==> src/rtl/counter_seq_arbiter.sv <==
// Two-requester round-robin front end for a mod-N up/down counter.
// Serves each target by walking the short way round or by a direct load.
module counter_seq_arbiter #(
    parameter int WIDTH     = 4,
    parameter int MODULUS   = 14,
    parameter int MAX_STEPS = 7
) (
    input  logic             clock,
    input  logic             reset,
    input  logic             req0_valid,
    output logic             req0_ready,
    input  logic [WIDTH-1:0] req0_target,
    input  logic             req0_mode,
    input  logic             req1_valid,
    output logic             req1_ready,
    input  logic [WIDTH-1:0] req1_target,
    input  logic             req1_mode,
    input  logic [WIDTH-1:0] count,
    output logic             load,
    output logic             up_down,
    output logic [WIDTH-1:0] data_in,
    output logic             busy,
    output logic             done,
    output logic             done_id,
    output logic             err
);

    localparam int SW = $clog2(MAX_STEPS + 1);
    localparam logic [WIDTH:0] MOD  = (WIDTH+1)'(MODULUS);
    localparam logic [WIDTH:0] HALF = (WIDTH+1)'(MODULUS / 2);
    localparam logic [SW-1:0]  MAXS = SW'(MAX_STEPS);

    typedef enum logic [1:0] {IDLE, WALK, JUMP} state_t;

    state_t           r_state, w_next;
    logic             r_rr, r_id, r_dir;
    logic [WIDTH-1:0] r_target;
    logic [SW-1:0]    r_steps;
    logic             r_done, r_err, r_done_id;

    logic             w_gnt1, w_acc, w_mode, w_illegal, w_up;
    logic             w_step, w_fin_done, w_fin_err;
    logic [WIDTH-1:0] w_tgt;
    logic [WIDTH:0]   w_tx, w_cx, w_diff;

    // Grant: lone requester wins, otherwise the rr pointer decides
    always_comb begin
        w_gnt1     = req1_valid & (~req0_valid | r_rr);
        w_acc      = (r_state == IDLE) & (req0_valid | req1_valid);
        w_tgt      = w_gnt1 ? req1_target : req0_target;
        w_mode     = w_gnt1 ? req1_mode : req0_mode;
        w_tx       = {1'b0, w_tgt};
        w_cx       = {1'b0, count};
        w_illegal  = (w_tx >= MOD);
        w_diff     = (w_tx >= w_cx) ? (w_tx - w_cx) : (w_tx + MOD - w_cx);
        w_up       = (w_diff <= HALF);
        req0_ready = reset & w_acc & ~w_gnt1;
        req1_ready = reset & w_acc & w_gnt1;
    end

    always_comb begin
        w_next     = r_state;
        load       = 1'b1;
        up_down    = 1'b1;
        data_in    = count;
        w_step     = 1'b0;
        w_fin_done = 1'b0;
        w_fin_err  = 1'b0;
        unique case (r_state)
            IDLE: begin
                if (w_acc && !w_illegal) begin
                    w_next = w_mode ? JUMP : WALK;
                end
            end
            WALK: begin
                if (count == r_target) begin
                    w_next     = IDLE;
                    w_fin_done = 1'b1;
                end else if (r_steps >= MAXS) begin
                    w_next    = IDLE;
                    w_fin_err = 1'b1;
                end else begin
                    load    = 1'b0;
                    up_down = r_dir;
                    data_in = '0;
                    w_step  = 1'b1;
                end
            end
            JUMP: begin
                data_in    = r_target;
                w_next     = IDLE;
                w_fin_done = 1'b1;
            end
            default: w_next = IDLE;
        endcase
        // Counter must sit idle-safe while reset is held
        if (!reset) begin
            load    = 1'b0;
            up_down = 1'b1;
            data_in = '0;
        end
    end

    always_ff @(posedge clock or negedge reset) begin
        if (!reset) begin
            r_state   <= IDLE;
            r_rr      <= 1'b0;
            r_id      <= 1'b0;
            r_dir     <= 1'b1;
            r_target  <= '0;
            r_steps   <= '0;
            r_done    <= 1'b0;
            r_err     <= 1'b0;
            r_done_id <= 1'b0;
        end else begin
            r_state <= w_next;
            r_done  <= w_fin_done;
            r_err   <= w_fin_err;
            if (w_step) begin
                r_steps <= r_steps + 1'b1;
            end
            if (w_acc) begin
                r_rr     <= ~w_gnt1;
                r_id     <= w_gnt1;
                r_target <= w_tgt;
                r_dir    <= w_up;
                r_steps  <= '0;
                if (w_illegal) begin
                    r_err     <= 1'b1;
                    r_done_id <= w_gnt1;
                end
            end
            if (w_fin_done || w_fin_err) begin
                r_done_id <= r_id;
            end
        end
    end

    assign busy    = (r_state != IDLE);
    assign done    = r_done;
    assign err     = r_err;
    assign done_id = r_done_id;

endmodule

==> config.mk <==
export PLATFORM = sky130hd
export DESIGN_NAME = counter_seq_arbiter
export DESIGN_NICKNAME = d
export VERILOG_FILES = /design/src/rtl/counter_seq_arbiter.sv
export SDC_FILE = /design/constraint.sdc
export NUM_CORES = 1
export LEC_CHECK = 0
export CORE_AREA = 2 2 46 66
export CTS_CLUSTER_SIZE = 28
export DETAILED_ROUTE_END_ITERATION = 7
export DIE_AREA = 0 0 48 68
export PLACE_DENSITY_LB_ADDON = 0.1
export SYNTH_ARGS = -nofsm -noshare
export SYNTH_HDL_FRONTEND = slang
export SYNTH_SLANG_ARGS = --single-unit
==> constraint.sdc <==
create_clock -name clock -period 3.54 [get_ports clock]
set_clock_uncertainty 0.2 [all_clocks]
set_input_delay 0.708 -clock clock [delete_from_list [all_inputs] [get_ports clock]]
set_output_delay 0.708 -clock clock [all_outputs]
set_load 0.01 [all_outputs]
==> impl_results.md, run 1 <==
* Die footprint at 3260 um2
* Yosys warns at 0
* Die Width at 48 um
* Arr. time, crit path at 2.52 ns
* Worst-path maximum fanout at 3
* GPL Wtd Cong at 0.822
* Outcome: finished clean
* Pre-CTS setup slack at -0.00411 ns
* Num CTS Buffers at 3
* I/O pin cnt at 30
* Tcrit/Tclk final at 0.970
* Critical Path Start: count[3]
* Main area contributors after synthesis: dfrtp_1, ha_1, inv_1
* Max cap viols at 0
* # hold bufs at CTS at 0
* Slew Viols, Final at 0
* Chip Height at 68 um
* Crit path largest cell delay at 0.54 ns
* Mapped Area at 1290 um2
* Hold slack at 0.281 ns
* Initial antenna violation count at 0
* P_leak at 0.898 nW
* Worst EP required at 2.63 ns
* EDFF count, synth at 0
* Relative slew slack at 0.733
* Largest net degree at the start of global routing at 13
* Min-delay src: r_id$_DFFE_PN0P_
* Worst skew pair latency at 0.25 ns
* Area of the core at 2730 um2
* Crit-path leading delay family: buffers and inverters
* # rows at 23
* Worst path most repeated cell: clkdlybuf4s50_1
* Worst Setup End Kind: output pin
* Clk sinks at 15
* Post-synth top cells: inv_1, ha_1, dfrtp_1, nand2_1, nor2_1
* Post-Syn Instances at 151
* Top cell type's share of synthesized area at 0.271
* Starting DRT DRC Count at 32
* Synth unique cells at 38
* ANT cells at 0
* Worst IR Drop VDD at 0.309 mV
* Longest Clk Path Bufs at 2
* PnR worst setup slack at 0.108 ns
* Seq cells post-synth at 15
* Synth Area per Inst at 8.57 um2
* FF-to-FF Start: r_rr$_DFFE_PN0P_
* CTS tree: done
* Vias in the first global route at 1270
* WL final at 3290 um
* Clock H-tree levels at 1
* DR DRC count at 0
* Final setup viols at 0
* Area growth syn-to-layout at 37.6%
* Synth Flop Type: dfrtp_1
* Routed Antenna Nets at 0
* Fin crit period at 3.43 ns
* Worst-path clk slew at 0.07 ns
* Syn nets at 186
* Root buf cell: clkbuf_8
* First-pass DRT Iterations at 4
* Nets at 232
* DR WL/cell at 14.1 um
* Fraction of the yosys area taken by sequential cells at 0.291
* HPWL Detailed at 2770 um
* Slowest cell on the critical path: clkdlybuf4s50_1
* Vias at 1235
* Initial Util at 0.473
* Layout cells sized above 1 at 0.117
* Fmax at 291 MHz
* Dpl cell area at 1720 um2
* PD cells at 645 nW/um2
* Worst slew pin tran at 0.400 ns
* Fraction of registers with async set/reset at 1.00
* Vias per cell at 5.30
* Core Util, Final at 0.651
* First-pass GRT wire length at 5330 um
* CP Cell Sequence: clkdlybuf4s50_1 > xnor2_1 > nand4_1 > o211ai_1 > a32oi_1 > nor2_1 > clkdlybuf4s50_1
* Final Hold Fails at 0
* Cell type with the highest aggregate area in the netlist: dfrtp_1
* Count of input and output buffers at 29
* Total grt overflow at 0
* Total GRT Usage at 0.231
* Crit path buf inv count at 2
* Final Instance Area at 1780 um2
* Most common cell in the netlist: inv_1
* Worst hold path class: reg -> reg
* Crit path kind: in -> out
* Critical Path Start Type: input pin
## stage by stage
stage               instances  total power [mW]  setup TNS (ns)
finish                    233              1.15               0
global route              233              1.25         -0.0269
CTS                       232              1.14               0
detailed placement        228             0.993        -0.00411
global placement          228             0.968               0
floorplan                 151             0.736               0
## placed cells by master (no fill, tap or decap), drive strengths merged, types with 4 or more instances in the layout
cell type,Yosys,final
dfrtp,14,14
xnor2,5,5
clkdlybuf4s50,0,26
buf,2,16
a32oi,4,4
nor2,14,14
nand2,14,14
inv,20,20
o21ai,11,11
o211ai,5,5
ha,15,15
mux2i,7,7
## flip-flops by register name (all words and copies together), names as in the netlist
signal and flops:
r_state 2, done 1, r_target 4, r_dir 1, err 1, done_id 1
r_steps 3, r_rr 1, r_id 1
## power by group
| part | switching, mW | leakage (nW) | internal (mW) | total [mW] |
|---|---|---|---|---|
| logic | 0.358 | 0.685 | 0.341 | 0.699 |
| registers | 0.0608 | 0.187 | 0.246 | 0.307 |
| clock network | 0.0635 | 0.0255 | 0.0779 | 0.141 |
| total | 0.483 | 0.898 | 0.665 | 1.15 |
## worst paths after layout
path / end / slack, ns / cells after the start
max: data_in[1] / 0.11 / 7
min: r_id$_DFFE_PN0P_ / 0.28 / 2
max reg2reg: r_dir$_DFFE_PN1P_ / 0.71 / 12
min reg2reg: r_id$_DFFE_PN0P_ / 0.28 / 2
max in group asynchronous: r_dir$_DFFE_PN1P_ / 2.08 / 2
min in group asynchronous: done$_DFF_PN0_ / 0.51 / 1
## worst min-delay path: cells and delay by family (launching register included)
kind,cells,cell delay [ns]
DFF,1,0.35
and+or+nand+nor,2,0.10
## kinds of logic (layout without fill, tap and decap cells)
| group | after synthesis | in the layout | synth area share |
|---|---|---|---|
| AO/OA/AOI/OAI | 33 | 33 | 0.176 |
| XOR/XNOR | 7 | 7 | 0.0474 |
| adder cells (fa/ha/maj) | 17 | 17 | 0.176 |
| buffers and inverters | 24 | 69 | 0.0764 |
| flip-flops | 15 | 15 | 0.291 |
| multiplexers | 8 | 8 | 0.0629 |
| AND/OR/NAND/NOR | 47 | 47 | 0.170 |
## timing repair
item / CTS / global route
setup buffers: 0 / 1
endpoints found under the hold margin: 0 / 0
endpoints found under the setup margin: 0 / 4
gates resized for setup: 0 / 3
## area by class of cell
type | count | area (um2)
clock buffers | 3 | 41.3
clock inverters | 1 | 5.00
fillers | 252 | 953
inverters | 20 | 75.1
multi-input cells | 112 | 818
flip-flops and latches | 15 | 377
well taps | 37 | 46.3
repair buffers | 45 | 418
## routing by layer
metal,global-route usage,share of wire,vias to the layer above
met2,0.433,0.57,24
li1,-,-,610
met4,0.128,0.032,0
met3,0.0264,0.016,9
met1,0.228,0.38,592
met5,0,0,-
(Power assumes the default switching activity.)
==> inputs of run 2 (changes only) <==
--- a/config.mk
+++ b/config.mk
@@ -9,7 +9,7 @@
 export CTS_CLUSTER_SIZE = 28
 export DETAILED_ROUTE_END_ITERATION = 7
 export DIE_AREA = 0 0 48 68
-export PLACE_DENSITY_LB_ADDON = 0.1
+export PLACE_DENSITY = 0.77
 export SYNTH_ARGS = -nofsm -noshare
 export SYNTH_HDL_FRONTEND = slang
 export SYNTH_SLANG_ARGS = --single-unit
==> impl_results.md, run 2 (synthesis results as in run 1) <==
* Worst-path clk slew at 0.07 ns
* Vias per cell at 5.40
* Total grt overflow at 0
* Layout Cells excl Fill at 235
* Max reg flops at 4
* WL final at 3430 um
* Chip Height at 68 um
* Fmax at 299 MHz
* Setup tns final at 0 ns
* Register area at 377 um2
* Worst IR Drop VDD at 0.374 mV
* Commonest non-fill, non-tap cell in the layout: clkdlybuf4s50_1
* Initial Util at 0.473
* Nets at 234
* GPL Wtd Cong at 0.868
* RSZ-0062 raised after global routing: false
* Worst-path maximum fanout at 6
* Worst hold path class: reg -> reg
* Core Util, Final at 0.659
* Largest net degree at the start of global routing at 13
* Critical Path Start Type: input pin
* Clk sinks at 15
* Clock H-tree levels at 1
* Vias in the first global route at 1304
* Largest register by flop count: r_target
* Final Hold Fails at 0
* Worst slew pin tran at 0.431 ns
* ANT cells at 0
* PD cells at 642 nW/um2
* FILL cells at 235
* Dpl cell area at 1730 um2
* Root buf cell: clkbuf_8
* DR DRC count at 0
* Final setup viols at 0
* Arr. time, crit path at 2.44 ns
* Worst skew pair latency at 0.25 ns
* Die Width at 48 um
* Dpl cells at 230
* Worst Setup End Kind: output pin
* Relative slew slack at 0.709
* # rows at 23
* Final Power at 1.16 mW
* Area of the core at 2730 um2
* Count of input and output buffers at 29
* Longest Clk Path Bufs at 2
* Slew Viols, Final at 0
* Initial antenna violation count at 0
* Layout cells sized above 1 at 0.126
* Final Instance Area at 1800 um2
* Worst EP required at 2.63 ns
* Tcrit/Tclk final at 0.946
* Num CTS Buffers at 3
* Fin crit period at 3.35 ns
* Top flop regs: r_target (4), r_steps (3), r_state (2)
* CTS tree: done
* I/O pin cnt at 30
* DR WL/cell at 14.6 um
* Area growth syn-to-layout at 39.3%
* Vias at 1269
* Commonest non-fill, non-tap cells in the layout: clkdlybuf4s50_1, inv_1, buf_4
* Max cap viols at 0
* Total GRT Usage at 0.237
* P_leak at 0.932 nW
* HPWL Detailed at 2850 um
* First-pass DRT Iterations at 4
* Die footprint at 3260 um2
* Starting DRT DRC Count at 19
* Crit path kind: in -> out
* Outcome: finished clean
* First-pass GRT wire length at 5480 um
* Multi-input logic area at 818 um2
* Routed Antenna Nets at 0
==> run 2: changes by cell type in the layout (fill, tap and decap cells not counted) <==
cell	previous run	this run
clkdlybuf4s50_1	26	22
dlygate4sd2_1	0	1
buf_4	16	18
dlymetal6s2s_1	3	6
==> run 2: metal layers <==
metal / part of all wire / vias to the layer above / wire length [um] / global-route usage
met5: 0 / - / 0 / 0
met4: 0.026 / 0 / 89 / 0.125
met3: 0.023 / 7 / 79 / 0.0369
met2: 0.59 / 31 / 2030 / 0.453
met1: 0.36 / 617 / 1230 / 0.223
li1: - / 614 / - / -
==> run 2: worst max-delay path, cell delays in order <==
cell and delay (ns):
clkdlybuf4s50_1 0.50, buf_4 0.14, nor2_1 0.06, nor2_1 0.30, and3_1 0.20, clkdlybuf4s50_1 0.52
==> run 2: layout make-up <==
class	instances	area share
flip-flops and latches	15	0.209
multi-input cells	112	0.454
repair buffers	47	0.244
inverters	20	0.0417
clock buffers	3	0.0229
well taps	37	0.0257
clock inverters	1	0.00278
==> run 2: final timing paths <==
kind,endpoint,depth (start not counted),start,slack [ns]
min reg2reg,r_dir$_DFFE_PN1P_,2,r_dir$_DFFE_PN1P_,0.29
min,r_dir$_DFFE_PN1P_,2,r_dir$_DFFE_PN1P_,0.29
min in group asynchronous,r_state[1]$_DFFE_PN0P_,1,reset,0.50
max,req0_ready,6,req1_valid,0.19
max reg2reg,r_dir$_DFFE_PN1P_,12,r_rr$_DFFE_PN0P_,0.69
max in group asynchronous,r_dir$_DFFE_PN1P_,2,reset,2.10
==> run 2: where the power goes <==
group	switching [mW]	internal (mW)	total [mW]
Clock	0.0650	0.0780	0.143
Sequential	0.0631	0.246	0.310
Combinational	0.364	0.341	0.704
==> run 2: what timing repair did <==
| action | 4_1_cts | 5_1_grt |
|---|---|---|
| hold buffers | 0 | 0 |
| endpoints found under the setup margin | 1 | 5 |
| resized for setup | 1 | 6 |
| setup buffers | 0 | 1 |
| pin swaps | 1 | 2 |
==> run 2: through the flow <==
stage | hold WS (ns) | setup slack, ns
finish | 0.292 | 0.190
global route | 0.297 | 0.0717
CTS | 0.286 | 0.00754
detailed placement | 0.276 | -0.0256
global placement | 0.254 | 0.0528
floorplan | 0.212 | 0.492
==> inputs of run 3 (changes only) <==
--- a/config.mk
+++ b/config.mk
@@ -9,7 +9,7 @@
 export CTS_CLUSTER_SIZE = 28
 export DETAILED_ROUTE_END_ITERATION = 7
 export DIE_AREA = 0 0 48 68
-export PLACE_DENSITY = 0.77
+export PLACE_DENSITY = 0.75
 export SYNTH_ARGS = -nofsm -noshare
 export SYNTH_HDL_FRONTEND = slang
 export SYNTH_SLANG_ARGS = --single-unit
==> impl_results.md, run 3 (synthesis results as in run 1) <==
* Final Hold Fails at 0
* Worst hold path class: reg -> reg
* Layout cells sized above 1 at 0.130
* Routed Antenna Nets at 0
* Die Width at 48 um
* Worst IR Drop VDD at 0.280 mV
* Worst Setup End Kind: output pin
* P_leak at 0.914 nW
* Crit path kind: in -> out
* Nets at 236
* Wl on met1 at 1220 um
* Metal3 WL at 85 um
* Chip Height at 68 um
* Die footprint at 3260 um2
* Max reg flops at 4
* WL final at 3510 um
* Worst skew pair latency at 0.25 ns
* RSZ-0062 raised after global routing: false
* Commonest non-fill, non-tap cell in the layout: clkdlybuf4s50_1
* Total GRT Usage at 0.247
* # rows at 23
* Hold slack at 0.280 ns
* Vias at 1295
* Largest net degree at the start of global routing at 13
* Arr. time, crit path at 2.54 ns
* Worst slew pin tran at 0.500 ns
* Crit path largest cell delay at 0.53 ns
* Commonest non-fill, non-tap cells in the layout: clkdlybuf4s50_1, inv_1, buf_4
* Area of the core at 2730 um2
* DR DRC count at 0
* Critical Path Start Type: input pin
* # hold bufs at CTS at 0
* Root buf cell: clkbuf_8
* Count of input and output buffers at 29
* Total grt overflow at 0
* Routed met2 length at 2010 um
* DR top layer: met4
* DR WL/cell at 14.8 um
* Vias in the first global route at 1313
* I/O pin cnt at 30
* Slew Viols, Final at 0
* Starting DRT DRC Count at 20
* Num CTS Buffers at 3
* Worst path most repeated cell: clkdlybuf4s50_1
* Worst-path maximum fanout at 4
* Vias per cell at 5.46
* PD cells at 646 nW/um2
* Largest register by flop count: r_target
* Worst-path clk slew at 0.06 ns
* GPL Wtd Cong at 0.870
* Relative slew slack at 0.666
* Slowest cell on the critical path: clkdlybuf4s50_1
* Outcome: finished clean
* Tcrit/Tclk final at 0.973
* Top flop regs: r_target (4), r_steps (3), r_state (2)
* Core Util, Final at 0.662
* Initial antenna violation count at 0
* Fin crit period at 3.44 ns
* CP Cell Sequence: clkdlybuf4s50_1 > xnor2_1 > nand4_1 > o211ai_1 > buf_4 > a32oi_1 > nor2_1 > clkdlybuf4s50_1
* HPWL Detailed at 2980 um
* Area growth syn-to-layout at 39.8%
* Max cap viols at 0
* Worst EP required at 2.63 ns
* First-pass DRT Iterations at 4
* Initial Util at 0.473
* ANT cells at 0
* Final setup viols at 0
* CTS tree: done
* Longest Clk Path Bufs at 2
* First-pass GRT wire length at 5620 um
* Fmax at 290 MHz
* Clock H-tree levels at 1
* Clk sinks at 15
==> run 3: layer usage <==
metal  global-route usage  vias up
li1                     -      617
met3               0.0290       15
met1                0.237      627
met5                    0        -
met2                0.458       36
met4                0.162        0
==> run 3: final cells by class <==
| type | instances | area [um2] |
|---|---|---|
| fill | 232 | 925 |
| timing repair buffer | 49 | 448 |
| sequential | 15 | 377 |
| multi-input combinational | 112 | 818 |
| tap | 37 | 46.3 |
| clock buffer | 4 | 45.0 |
| inverter | 20 | 75.1 |
==> run 3: repair_timing <==
action                     4_1_cts  5_1_grt
setup buffers                    0        1
gates resized for setup          0        3
setup endpoints to repair        0        4
==> run 3: final timing paths <==
check                                 start  cells after the start                end  slack (ns)
min reg2reg                r_id$_DFFE_PN0P_                      2   r_id$_DFFE_PN0P_        0.28
min                        r_id$_DFFE_PN0P_                      2   r_id$_DFFE_PN0P_        0.28
min in group asynchronous             reset                      2      err$_DFF_PN0_        0.56
max reg2reg                r_rr$_DFFE_PN0P_                     12  r_dir$_DFFE_PN1P_        0.64
max                                count[3]                      8         data_in[2]         0.1
max in group asynchronous             reset                      3  r_dir$_DFFE_PN1P_        2.16
==> run 3: critical path, delay by kind of cell <==
kind / cells / cell delay (ns)
buffers and inverters: 3 / 1.20
AOI/OAI and AO/OA: 2 / 0.24
xor gates and xnor gates: 1 / 0.14
and+or+nand+nor: 2 / 0.23
==> run 3: metrics by stage <==
step                cell area [um2]  setup TNS, ns  instances  setup slack (ns)  power [mW]
floorplan                      1290              0        151             0.492       0.736
detailed placement             1750        -0.0438        232           -0.0438        1.01
global placement               1750              0        232            0.0630       0.969
finish                         1810              0        237            0.0950        1.17
global route                   1810              0        237            0.0178        1.27
CTS                            1790              0        236            0.0243        1.15
==> run 3: power breakdown <==
group          internal, mW  switching, mW  leakage [nW]
Combinational         0.348          0.369         0.704
Clock                0.0799         0.0635        0.0228
Sequential            0.247         0.0619         0.187
